[config.mk]
export PLATFORM = sky130hd
export DESIGN_NAME = quantr_mem_arbiter
export DESIGN_NICKNAME = d
export VERILOG_FILES = /design/src/rtl/quantr_mem_arbiter.sv
export SDC_FILE = /design/constraint.sdc
export NUM_CORES = 1
export LEC_CHECK = 0
export BUFFER_PORTS_ARGS = -buffer_cell sky130_fd_sc_hd__buf_4
export CAP_MARGIN = 20
export CORE_AREA = 2 2 117 119
export DETAILED_ROUTE_END_ITERATION = 10
export DIE_AREA = 0 0 119 121
export PLACE_DENSITY = 0.83
export SLEW_MARGIN = 40
export SYNTH_ARGS = -nofsm -noshare
export SYNTH_HDL_FRONTEND = slang
export SYNTH_SLANG_ARGS = --single-unit
[constraint.sdc]
create_clock -name clk -period 3.1 [get_ports clk]
set_input_delay 0.93 -clock clk [delete_from_list [all_inputs] [get_ports clk]]
set_output_delay 0.93 -clock clk [all_outputs]
set_load 0.005 [all_outputs]
[src/rtl/quantr_mem_arbiter.sv]
// Two-requester (IF / LS) arbiter for the single quantr_i memory port; one read in flight at a time.
// Optional macro QUANTR_ARB_ROUND_ROBIN_EN selects round-robin arbitration instead of fixed LS-over-IF priority.
module quantr_mem_arbiter #(
  parameter int ADDR_W      = 64,
  parameter int DATA_W      = 32,
  parameter int MEM_LATENCY = 1
) (
  input  logic              clk,
  input  logic              rst,
  input  logic              if_req,
  input  logic [ADDR_W-1:0] if_addr,
  output logic              if_gnt,
  output logic              if_rvalid,
  output logic [DATA_W-1:0] if_rdata,
  input  logic              ls_req,
  input  logic [ADDR_W-1:0] ls_addr,
  output logic              ls_gnt,
  output logic              ls_rvalid,
  output logic [DATA_W-1:0] ls_rdata,
  output logic              mem_ce_o,
  output logic [ADDR_W-1:0] mem_addr_o,
  input  logic [DATA_W-1:0] mem_rdata_i
);

  if (MEM_LATENCY < 1 || MEM_LATENCY > 15) begin : g_bad_latency
    $error("quantr_mem_arbiter: MEM_LATENCY must be within 1..15");
  end

  localparam logic [3:0] LAT    = 4'(MEM_LATENCY);
  localparam logic       OWN_IF = 1'b0;
  localparam logic       OWN_LS = 1'b1;

  typedef enum logic {IDLE, ACCESS} state_t;

  state_t            state, state_nx;
  logic              owner, owner_nx;
  logic [3:0]        cnt, cnt_nx;
  logic              ce_nx, if_gnt_nx, ls_gnt_nx, if_rvalid_nx, ls_rvalid_nx;
  logic [ADDR_W-1:0] addr_nx;
  logic [DATA_W-1:0] if_rdata_nx, ls_rdata_nx;
  logic              ls_wins;

`ifdef QUANTR_ARB_ROUND_ROBIN_EN
  // On a tie the port that did not own the previous transaction wins.
  assign ls_wins = ls_req && (!if_req || (owner == OWN_IF));
`else
  assign ls_wins = ls_req;
`endif

  always_comb begin
    state_nx     = state;
    owner_nx     = owner;
    cnt_nx       = cnt;
    ce_nx        = mem_ce_o;
    addr_nx      = mem_addr_o;
    if_gnt_nx    = 1'b0;
    ls_gnt_nx    = 1'b0;
    if_rvalid_nx = 1'b0;
    ls_rvalid_nx = 1'b0;
    if_rdata_nx  = if_rdata;
    ls_rdata_nx  = ls_rdata;
    case (state)
      IDLE: begin
        if (if_req || ls_req) begin
          owner_nx  = ls_wins ? OWN_LS : OWN_IF;
          addr_nx   = ls_wins ? ls_addr : if_addr;
          ls_gnt_nx = ls_wins;
          if_gnt_nx = !ls_wins;
          ce_nx     = 1'b1;
          cnt_nx    = LAT;
          state_nx  = ACCESS;
        end
      end
      ACCESS: begin
        cnt_nx = cnt - 4'd1;
        // Memory data is valid on the edge that ends the last latency cycle.
        if (cnt == 4'd1) begin
          if (owner == OWN_LS) begin
            ls_rdata_nx  = mem_rdata_i;
            ls_rvalid_nx = 1'b1;
          end else begin
            if_rdata_nx  = mem_rdata_i;
            if_rvalid_nx = 1'b1;
          end
          ce_nx    = 1'b0;
          state_nx = IDLE;
        end
      end
      default: state_nx = IDLE;
    endcase
  end

  always_ff @(posedge clk or negedge rst) begin
    if (!rst) begin
      state      <= IDLE;
      owner      <= OWN_IF;
      cnt        <= '0;
      mem_ce_o   <= 1'b0;
      mem_addr_o <= '0;
      if_gnt     <= 1'b0;
      ls_gnt     <= 1'b0;
      if_rvalid  <= 1'b0;
      ls_rvalid  <= 1'b0;
      if_rdata   <= '0;
      ls_rdata   <= '0;
    end else begin
      state      <= state_nx;
      owner      <= owner_nx;
      cnt        <= cnt_nx;
      mem_ce_o   <= ce_nx;
      mem_addr_o <= addr_nx;
      if_gnt     <= if_gnt_nx;
      ls_gnt     <= ls_gnt_nx;
      if_rvalid  <= if_rvalid_nx;
      ls_rvalid  <= ls_rvalid_nx;
      if_rdata   <= if_rdata_nx;
      ls_rdata   <= ls_rdata_nx;
    end
  end

endmodule

* After elaboration in Yosys (flattened, before gate mapping)
Cells that the tools add are included.
** Word-level totals
- Output and inout port bits :: 133
- Flip-flop bits (word level) :: 139
- Input bits :: 164
- Word-level logic and storage cells :: 43
** Cells by class
- Multiplexer cells :: 20
- Add/sub/neg operators :: 1
- Reductions and logical operators :: 6
- Bitwise logic cells :: 2
- Equal/unequal tests :: 3
** Operators by type and width (number)
- 64-bit two-way mux :: 1
- 1-bit two-way mux :: 15
- 4-bit case mux with 2 select lines :: 1
- 3-bit AND reduction :: 2
- 4-bit by 1-bit == test with 1-bit output, second input constant :: 1
- 4-bit two-way mux :: 1
- 1-bit case mux with 2 select lines :: 2
- 2-bit AND reduction :: 2
- 4-bit by 1-bit subtractor with 4-bit output, second input constant :: 1
- 2-bit by 1-bit inequality test with 1-bit output, second input constant :: 1
- 2-bit inequality test, second input constant :: 1
- 1-bit NOT :: 2
- 1-bit zero test :: 1
- 1-bit logical OR :: 1

* Longest topological paths before layout
Gate-level depths: netlist of the first run.
- Depth after elaboration :: 3
- Gate-level depth with buffers :: 7
- Mapped depth without buffers :: 5

* Least setup slack after synthesis of the first run
Ideal clock, no wire load.
- Kind :: input-to-reg
- Start :: in ls_req
- End :: reg mem_addr_o[44]
- Stages :: 6
- Slack :: 1.187 ns
- Arrival :: 1.830 ns
- Required time :: 3.017 ns
- Setup time :: 0.083 ns
- Path through :: buf_2 > o21bai_2 > buf_2 > clkbuf_1 > nand2_1 > o21ai_0
** Between the ends
- Longest elaborated chain between the ends :: 2
** Ends and longest elaborated chain
- start: declaration :: line 15 : input logic ls_req,
- 1-bit logical OR :: line 64 : if (if_req || ls_req) begin
- 2-bit AND reduction (no line)
- end signal: assignment :: line 111 : mem_addr_o <= addr_nx;
- end: declaration :: line 21 : output logic [ADDR_W-1:0] mem_addr_o,
Several ways; a longest one is shown, not always the timed one.
A chain may end at the register's enable or synchronous reset.

* Worst setup path after layout of the first run
- Start :: reg cnt[1]
- End :: reg if_rdata[28]
** Between the ends
- Longest elaborated chain between the ends :: 2
** Ends and longest elaborated chain
- start: declaration :: line 37 : logic [3:0] cnt, cnt_nx;
- start signal: assignment :: line 109 : cnt <= cnt_nx;
- 4-bit by 1-bit == test with 1-bit output :: line 77 : if (cnt == 4'd1) begin
- 3-bit AND reduction (no line)
- end signal: assignment :: line 116 : if_rdata <= if_rdata_nx;
- end: declaration :: line 14 : output logic [DATA_W-1:0] if_rdata,
No other way between the ends.

==> impl_metrics.py, run 1 <==
metrics = {
    "run_status": {
        "run_status": "complete, no violations",
    },
    "synth": {
        "synth_top_family_by_area": "multiplexers",
        "ys_types": 26,
        "synthXorXnorAreaFrac_pct": 0,
        "synth_area_per_cell_um2": 13.12,
        "yosys.area_share.adder_pct": 0.4228,
        "synth_compound_area_share_pct": 6.131,
        "async_flop_share_pct": 100.0,
        "ys_ff_latch": 139,
        "syn_inst": 451,
        "synth_edf_count": 0,
        "synthSimpleGateAreaFrac_pct": 5.624,
        "synth_flop_cell": "dfrtp_1",
        "ys_warn_count": 0,
        "ys_seq_area_share_pct": 58.77,
        "synth_area_mm2": 0.005918,
        "synth_top_cell_area_share_pct": 58.77,
        "syn_nets": 617,
        "synth_area_leaders": "dfrtp_1 (59%), mux2i_1 (11%), mux2_4 (7.4%), mux2_2 (6.7%), o21ai_0 (5.7%)",
        "yosys.area.top_type": "dfrtp_1",
        "synth.area.mux_share_pct": 25.01,
    },
    "worst_hold_path": {
        "hold_path_class": "input pin to async pin",
    },
    "grt": {
        "grt_overflow_total": 0,
        "antenna_found_initial": 0,
        "track_usage_pct": 22.52,
        "grt_pass1_vias": 4770,
        "grt_pass1_wl_mm": 24.83,
        "grt_max_degree": 102,
    },
    "power_and_ir_drop": {
        "combPwrFrac_pct": 37.5,
        "power.density_mw_per_mm2": 950.5,
        "p_seq_share_pct": 38.5,
        "switching_share_pct": 29.47,
        "p_sw_uw": 2475,
        "p_leak_uw": 0.004554,
        "p_total_uw": 8399,
        "clockPowerShare_pct": 23.9,
        "p_int_uw": 5924,
        "ir_drop_mv": 0.4270,
    },
    "placed_design": {
        "port_buffers": 296,
        "gp_routability_congestion": 0.8547,
        "dp_slack_ps": 937.2,
        "dp_hpwl_mm": 12.05,
    },
    "timing": {
        "fin_tns_setup_ps": 0,
        "holdWs_ps": 425.0,
        "fin_ws_ps": 998.4,
        "maxSlewViolCount": 0,
        "max_clock_freq_ghz": 0.4758,
        "skew_ps": 5.860,
        "layout_min_cycle_time_ps": 2102,
        "worstMarginPinSlew_ps": 621.5,
        "hold_viol": 0,
        "fin_crit_sh_pct": 67.79,
        "setup_viol": 0,
        "slew_headroom_pct": 58.57,
        "rsz0062_at_grt": "no",
    },
    "cells_and_area": {
        "fin_nets": 909,
        "final_common_cell": "buf_4",
        "syn_to_final_growth_pct": 49.30,
        "num_antenna_cells": 0,
        "final_cell_mix": "buf_4 (299), dfrtp_1 (139), o21ai_0 (67), mux2i_1 (65), nand2_1 (65)",
        "layout-drive-gt1-share_pct": 53.11,
        "fin_util_pct": 67.53,
        "nFillCells": 932,
    },
    "setup_path": {
        "r2r_cells": 6,
        "arrival_ps": 2400,
        "start_kind": "flop",
        "crit_required_ps": 3390,
        "r2r-start": "cnt[1]",
        "r2r_slack_ps": 1000,
        "r2r_end": "if_rdata[28]",
        "crit_path_end_kind": "flop",
        "crit_type": "flop to flop",
        "cp_max_fo": 33,
    },
    "drt": {
        "route.detailed.drc": 0,
        "drt-total-wl_mm": 16.02,
        "wl_per_cell_um": 17.20,
        "dr.pass1.iters": 4,
        "vias": 4572,
        "drt_iter0_markers": 244,
        "ant_nets": 0,
        "viasPerCell": 4.911,
    },
    "clock_network": {
        "cts_root_buffer": "clkbuf_16",
        "cts-buffers-inserted": 17,
        "clockBufferDepth": 2,
        "post_cts_resized": 0,
        "clk_latency_ps": 410,
        "cts_setup_buffers": 0,
        "cts_sinks": 139,
        "hold_buffers": 0,
        "htreeDepth": 4,
        "cts_tree": "yes",
        "clkTransAtPathRegs_ps": 60,
    },
    "die": {
        "io_pins": 297,
        "start_util_pct": 45.23,
        "core_mm2": 0.01309,
        "die_w_um": 119,
        "rows": 42,
        "die_area_mm2": 0.01440,
        "die_height_um": 121,
    },
    "run": {
        "maxCapViolations": 0,
    },
}
## registers in the layout, indices dropped and copies added, names as in the netlist
name / cells
state: 1
owner: 1
ls_gnt: 1
if_rdata: 32
cnt: 4
if_rvalid: 1
ls_rvalid: 1
ls_rdata: 32
mem_ce_o: 1
mem_addr_o: 64
if_gnt: 1
## critical path, cell delays in order, from the launching register on
cell	delay (ps)
dfrtp_1	380
inv_1	110
ha_1	150
and4bb_4	280
nor2b_4	140
buf_4	510
mux2_2	400
## Yosys cell counts, types with 2 or more instances
cell type  instances
buf_12             3
buf_2             14
o21ai_0           67
clkbuf_1           6
dfrtp_1          139
buf_4              2
buf_6              5
mux2i_1           65
inv_1              4
nor2_1             2
nand2_1           65
mux2_2            35
nand3_1            2
ha_1               2
mux2_4            29
## area by class of cell
type | count | area [um^2] | share of cell area, %
repair buffers | 303 | 2316 | 26.21
flip-flops and latches | 139 | 3478 | 39.37
multi-input cells | 278 | 2213 | 25.05
clock buffers | 20 | 446.7 | 5.055
well taps | 176 | 220.2 | 2.492
inverters | 4 | 15.01 | 0.1699
clock inverters | 11 | 146.4 | 1.657
## logic make-up after synthesis
group / count (synthesis)
flip-flops: 139
multiplexers: 129
AND/OR/NAND/NOR: 77
AO/OA/AOI/OAI: 70
buffers and inverters: 34
adder cells (fa/ha/maj): 2
## power by group through the flow
| stage | clock network (uW) | registers, uW | logic, uW |
|---|---|---|---|
| 4_1_cts | 2060 | 3230 | 3200 |
| 6_report | 2010 | 3240 | 3150 |
| 5_1_grt | 2130 | 3330 | 3420 |
| 3_5_place_dp | 0 | 3250 | 3180 |
| 2_1_floorplan | 0 | 3230 | 1320 |
| 3_3_place_gp | 0 | 3180 | 3080 |
## metal layers
layer	wire (um)	track usage, %
met1	6269	26.67
met2	8133	38.25
met3	1160	6.297
met4	452	10.19
met5	0	0
## worst max path at each step
stage	slack, ps	endpoint	depth (start not counted)	from
final	1000	if_rdata[28]	6	cnt[1]
after global routing	900	if_rdata[28]	6	cnt[1]
after CTS	1030	if_rdata[28]	6	cnt[1]
after detailed placement	940	mem_addr_o[50]	4	ls_req
after global placement	1020	mem_addr_o[62]	4	ls_req
after floorplan	1190	mem_addr_o[44]	6	ls_req
## per-stage QoR
| step | area, um^2 | std cells |
|---|---|---|
| final | 8836 | 931 |
| after CTS | 8831 | 931 |
| after floorplan | 5918 | 451 |
| after global routing | 8836 | 931 |
| after global placement | 8238 | 900 |
| after detailed placement | 8238 | 900 |
Note: power is estimated with default switching activity, not from simulation.
==> inputs of run 2 (changes only) <==
CORE_AREA = default   (was 2 2 117 119)
CORE_UTILIZATION = 46   (was default)
DIE_AREA = default   (was 0 0 119 121)
PLACE_DENSITY = 0.84   (was 0.83)
clock period = 2.1 ns   (was 3.1 ns; I/O delays follow)
==> impl_metrics.py, run 2 (same netlist as run 1, synthesis figures left out) <==
metrics = {
    "run": {
        "maxCapViolations": 0,
    },
    "power_and_ir_drop": {
        "p_leak_uw": 0.004562,
        "p_sw_uw": 3607,
        "clockPowerShare_pct": 22.2,
        "p_seq_share_pct": 39.4,
        "switching_share_pct": 29.68,
        "combPwrFrac_pct": 38.4,
        "ir_drop_mv": 0.5333,
        "power.density_mw_per_mm2": 1373,
        "p_int_uw": 8548,
    },
    "clock_network": {
        "cts_setup_buffers": 0,
        "cts-buffers-inserted": 17,
        "cts_root_buffer": "clkbuf_16",
        "clkTransAtPathRegs_ps": 60,
        "clockBufferDepth": 2,
        "clk_latency_ps": 410,
        "post_cts_resized": 0,
        "cts_sinks": 139,
        "hold_buffers": 0,
        "htreeDepth": 4,
        "cts_tree": "yes",
    },
    "cells_and_area": {
        "fin_util_pct": 70.42,
        "final_cell_mix": "buf_4 (300), dfrtp_1 (139), o21ai_0 (67), mux2i_1 (65), nand2_1 (65)",
        "syn_to_final_growth_pct": 49.56,
        "final_common_cell": "buf_4",
        "largest_reg_flops": 64,
        "largest-register": "mem_addr_o",
        "layout-drive-gt1-share_pct": 53.37,
        "final-instance-count-excl-fill": 929,
        "reg_top3": "mem_addr_o (64), if_rdata (32), ls_rdata (32)",
        "fin_nets": 914,
        "nFillCells": 864,
        "fin_area_mm2": 0.008851,
        "num_antenna_cells": 0,
    },
    "setup_path": {
        "r2r_cells": 6,
        "cp_max_fo": 33,
        "start_kind": "flop",
        "arrival_ps": 2120,
        "endpoint": "if_rdata[29]",
        "r2r-start": "cnt[1]",
        "crit_required_ps": 2390,
        "crit_type": "flop to flop",
        "r2r_end": "if_rdata[29]",
        "r2r_slack_ps": 270,
        "crit_path_end_kind": "flop",
        "crit_start": "cnt[1]",
    },
    "drt": {
        "drt-total-wl_mm": 15.55,
        "viasPerCell": 4.870,
        "ant_nets": 0,
        "drt_iter0_markers": 198,
        "wl_per_cell_um": 16.73,
        "vias": 4524,
        "dr.pass1.iters": 4,
        "route.detailed.drc": 0,
    },
    "placed_design": {
        "dp_slack_ps": 273.7,
        "gp_routability_congestion": 0.7853,
        "place_inst": 901,
        "port_buffers": 296,
        "post_dp_cell_area_mm2": 0.008320,
        "dp_hpwl_mm": 11.94,
    },
    "grt": {
        "antenna_found_initial": 0,
        "grt_max_degree": 100,
        "grt_overflow_total": 0,
        "grt_pass1_vias": 4636,
        "grt_pass1_wl_mm": 23.54,
        "track_usage_pct": 23.71,
    },
    "timing": {
        "worstMarginPinSlew_ps": 388.3,
        "setup_viol": 0,
        "maxSlewViolCount": 0,
        "layout_min_cycle_time_ps": 1830,
        "skew_ps": 6.878,
        "slew_headroom_pct": 74.12,
        "fin_crit_sh_pct": 87.14,
        "hold_viol": 0,
        "max_clock_freq_ghz": 0.5465,
        "rsz0062_at_grt": "no",
        "fin_tns_setup_ps": 0,
        "fin_ws_ps": 270.1,
    },
    "die": {
        "io_pins": 297,
        "rows": 41,
        "die_area_mm2": 0.01332,
        "start_util_pct": 47.09,
        "die_height_um": 115.4,
        "core_mm2": 0.01257,
        "die_w_um": 115.4,
    },
    "run_status": {
        "run_status": "complete, no violations",
    },
    "worst_hold_path": {
        "hold_path_class": "input pin to async pin",
    },
}
## run 2: layout make-up
| class | instances | area [um^2] | share of cell area [%] |
|---|---|---|---|
| well taps | 172 | 215.2 | 2.431 |
| inverters | 4 | 15.01 | 0.1696 |
| repair buffers | 308 | 2404 | 27.16 |
| multi-input cells | 278 | 2208 | 24.95 |
| clock buffers | 20 | 456.7 | 5.160 |
| flip-flops and latches | 139 | 3478 | 39.30 |
| clock inverters | 8 | 73.82 | 0.8340 |
## run 2: worst min path at each step
stage | from | end | slack (ps)
3_5_place_dp | mem_addr_o[48] | mem_addr_o[48] | 480
5_1_grt | rst | ls_rdata[24] | 150
4_1_cts | rst | if_rdata[14] | 120
2_1_floorplan | rst | cnt[0] | 330
6_report | rst | if_rdata[14] | 130
3_3_place_gp | mem_addr_o[62] | mem_addr_o[62] | 470
## run 2: power groups by stage
stage               logic, uW  clock network [uW]  registers (uW)
floorplan                1950                   0            4770
global placement         4520                   0            4720
detailed placement       4710                   0            4810
CTS                      4740                2760            4790
global route             5090                2860            4930
finish                   4670                2700            4790
## run 2: worst max-delay path: stages, from the launching register on
cell and delay, ps:
dfrtp_1 380, inv_1 100, ha_1 160, and4bb_4 260
nor2b_4 170, buf_12 260, mux2_2 370
## run 2: per-layer routing
| metal | global-route usage [%] | part of all wire [%] |
|---|---|---|
| met5 | 0 | 0 |
| met1 | 27.53 | 38 |
| met3 | 6.485 | 7.4 |
| met4 | 10.91 | 2.4 |
| met2 | 40.92 | 52 |
## run 2: per-stage QoR
| step | hold slack [ps] | total power [uW] |
|---|---|---|
| detailed placement | 475.3 | 9524 |
| finish | 127.2 | 12160 |
| global route | 146.0 | 12880 |
| floorplan | 334.4 | 6719 |
| global placement | 465.2 | 9248 |
| CTS | 125.0 | 12290 |
==> inputs of run 3 (changes only) <==
CORE_UTILIZATION = 41   (was 46)
PLACE_DENSITY = 0.8   (was 0.84)
clock period = 1.5 ns   (was 2.1 ns; I/O delays follow)
==> impl_metrics.py, run 3 (same netlist as run 1, synthesis figures left out) <==
metrics = {
    "run_status": {
        "run_status": "complete, but fails checks",
        "violations": "negative setup slack",
    },
    "cells_and_area": {
        "layout-drive-gt1-share_pct": 54.78,
        "syn_to_final_growth_pct": 54.97,
        "num_antenna_cells": 0,
        "largest-register": "mem_addr_o",
        "fin_nets": 940,
        "reg_top3": "mem_addr_o (64), if_rdata (32), ls_rdata (32)",
        "final_cell_mix": "buf_4 (316), dfrtp_1 (139), o21ai_0 (67), mux2i_1 (65), nand2_1 (65)",
        "final_common_cell": "buf_4",
        "fin_area_mm2": 0.009171,
        "largest_reg_flops": 64,
    },
    "placed_design": {
        "dp_hpwl_mm": 12.15,
        "dp_slack_ps": -178.9,
        "port_buffers": 296,
        "gp_routability_congestion": 0.8467,
        "post_dp_cell_area_mm2": 0.008463,
    },
    "setup_path": {
        "crit_required_ps": 1790,
        "r2r-start": "cnt[1]",
        "critPathBufInv": 3,
        "start_kind": "flop",
        "cpPeakStageDelay_ps": 390,
        "crit_path_end_kind": "flop",
        "critPathTopFamily": "flip-flops",
        "cp_max_fo": 7,
        "cp_slowest_cell": "dfrtp_1",
        "crit_start": "cnt[1]",
        "arrival_ps": 2000,
        "crit_type": "flop to flop",
        "worstPathCellList": "inv_2, ha_4, and4bb_4, nor2b_4, buf_12, buf_6, mux2_4",
    },
    "die": {
        "start_util_pct": 42.31,
        "rows": 43,
        "core_mm2": 0.01399,
        "die_area_mm2": 0.01492,
        "die_w_um": 122.1,
        "io_pins": 297,
        "die_height_um": 122.1,
    },
    "clock_network": {
        "clkTransAtPathRegs_ps": 50,
        "clk_latency_ps": 410,
        "cts_root_buffer": "clkbuf_16",
        "cts-buffers-inserted": 17,
        "htreeDepth": 4,
        "cts_tree": "yes",
        "clockBufferDepth": 2,
        "cts_sinks": 139,
    },
    "drt": {
        "route.detailed.drc": 0,
        "dr.pass1.iters": 5,
        "viasPerCell": 4.859,
        "ant_nets": 0,
        "drt-total-wl_mm": 16.48,
        "drt_iter0_markers": 225,
        "wl_per_cell_um": 17.08,
        "vias": 4689,
    },
    "power_and_ir_drop": {
        "p_leak_uw": 0.004738,
        "p_total_uw": 17450,
        "power.density_mw_per_mm2": 1903,
        "ir_drop_mv": 0.7712,
    },
    "timing": {
        "worstMarginPinSlew_ps": 313.2,
        "setup_viol": 65,
        "layout_min_cycle_time_ps": 1708,
        "rsz0062_at_grt": "yes",
        "fin_crit_sh_pct": 113.8,
        "max_clock_freq_ghz": 0.5856,
        "hold_viol": 0,
        "maxSlewViolCount": 0,
        "skew_ps": 6.499,
        "fin_ws_ps": -207.6,
        "slew_headroom_pct": 78.52,
    },
    "grt": {
        "antenna_found_initial": 0,
        "track_usage_pct": 21.18,
        "grt_pass1_wl_mm": 23.93,
        "grt_max_degree": 99,
        "grt_overflow_total": 0,
        "grt_pass1_vias": 4750,
    },
    "worst_hold_path": {
        "hold_path_startpoint": "if_req",
        "hold_path_class": "input pin to flop",
    },
    "run": {
        "maxCapViolations": 0,
    },
}
[run 3: changes by cell type in the layout (fill, tap and decap cells not counted), sizes merged]
| cell | before | now |
|---|---|---|
| buf | 308 | 329 |
| clkbuf | 20 | 25 |
| dlygate4sd3 | 0 | 1 |
| clkinv | 5 | 7 |
| clkinvlp | 2 | 1 |
[run 3: cell type report]
cell class | instances | area (um^2)
Sequential cell | 139 | 3478
Inverter | 4 | 15.01
Timing Repair Buffer | 334 | 2703
Multi-Input combinational cell | 278 | 2233
Clock buffer | 21 | 440.4
Fill cell | 1047 | 4817
Tap cell | 180 | 225.2
Clock inverter | 9 | 76.32
[run 3: worst paths after layout]
check                                  to  slack (ps)  depth (start not counted)
hold / removal                     cnt[1]         270                          2
hold reg to reg            mem_addr_o[63]         480                          2
setup reg to reg             if_rdata[15]        -210                          7
max in group asynchronous  mem_addr_o[26]         490                          3
setup / recovery             if_rdata[15]        -210                          7
min in group asynchronous    if_rdata[23]         500                          2
[run 3: layer usage]
layer | GRT usage [%] | wire length, um | vias to the layer above
met5 | 0 | 0 | -
li1 | - | - | 2202
met1 | 25.08 | 6309 | 2241
met2 | 36.86 | 8723 | 227
met4 | 7.546 | 226 | 0
met3 | 5.618 | 1226 | 19
[run 3: metrics by stage]
step           hold slack [ps]  utilization (%)  instances  setup TNS (ps)
2_1_floorplan            154.4                -        451           -3410
3_3_place_gp             354.7            60.50        925           -6970
3_5_place_dp             359.9            60.50        925           -9516
4_1_cts                  254.8            64.45        958          -10510
5_1_grt                  253.2            65.56        965          -13450
6_report                 268.4            65.56        965          -10990
[run 3: power breakdown]
group / leakage [uW] / total, uW / switching [uW] / internal (uW)
clock network: 0.000256 / 3700 / 1460 / 2240
registers: 0.00169 / 6710 / 1120 / 5590
logic: 0.00280 / 7040 / 2630 / 4410
total: 0.00474 / 17500 / 5210 / 12200
[run 3: timing repair]
action	in CTS	in global routing
hold buffers	1	0
endpoints found under the setup margin	65	65
gates cloned	0	6
setup buffers	2	2
endpoints found under the hold margin	28	0
pin swaps	1	0
resized for setup	3	4
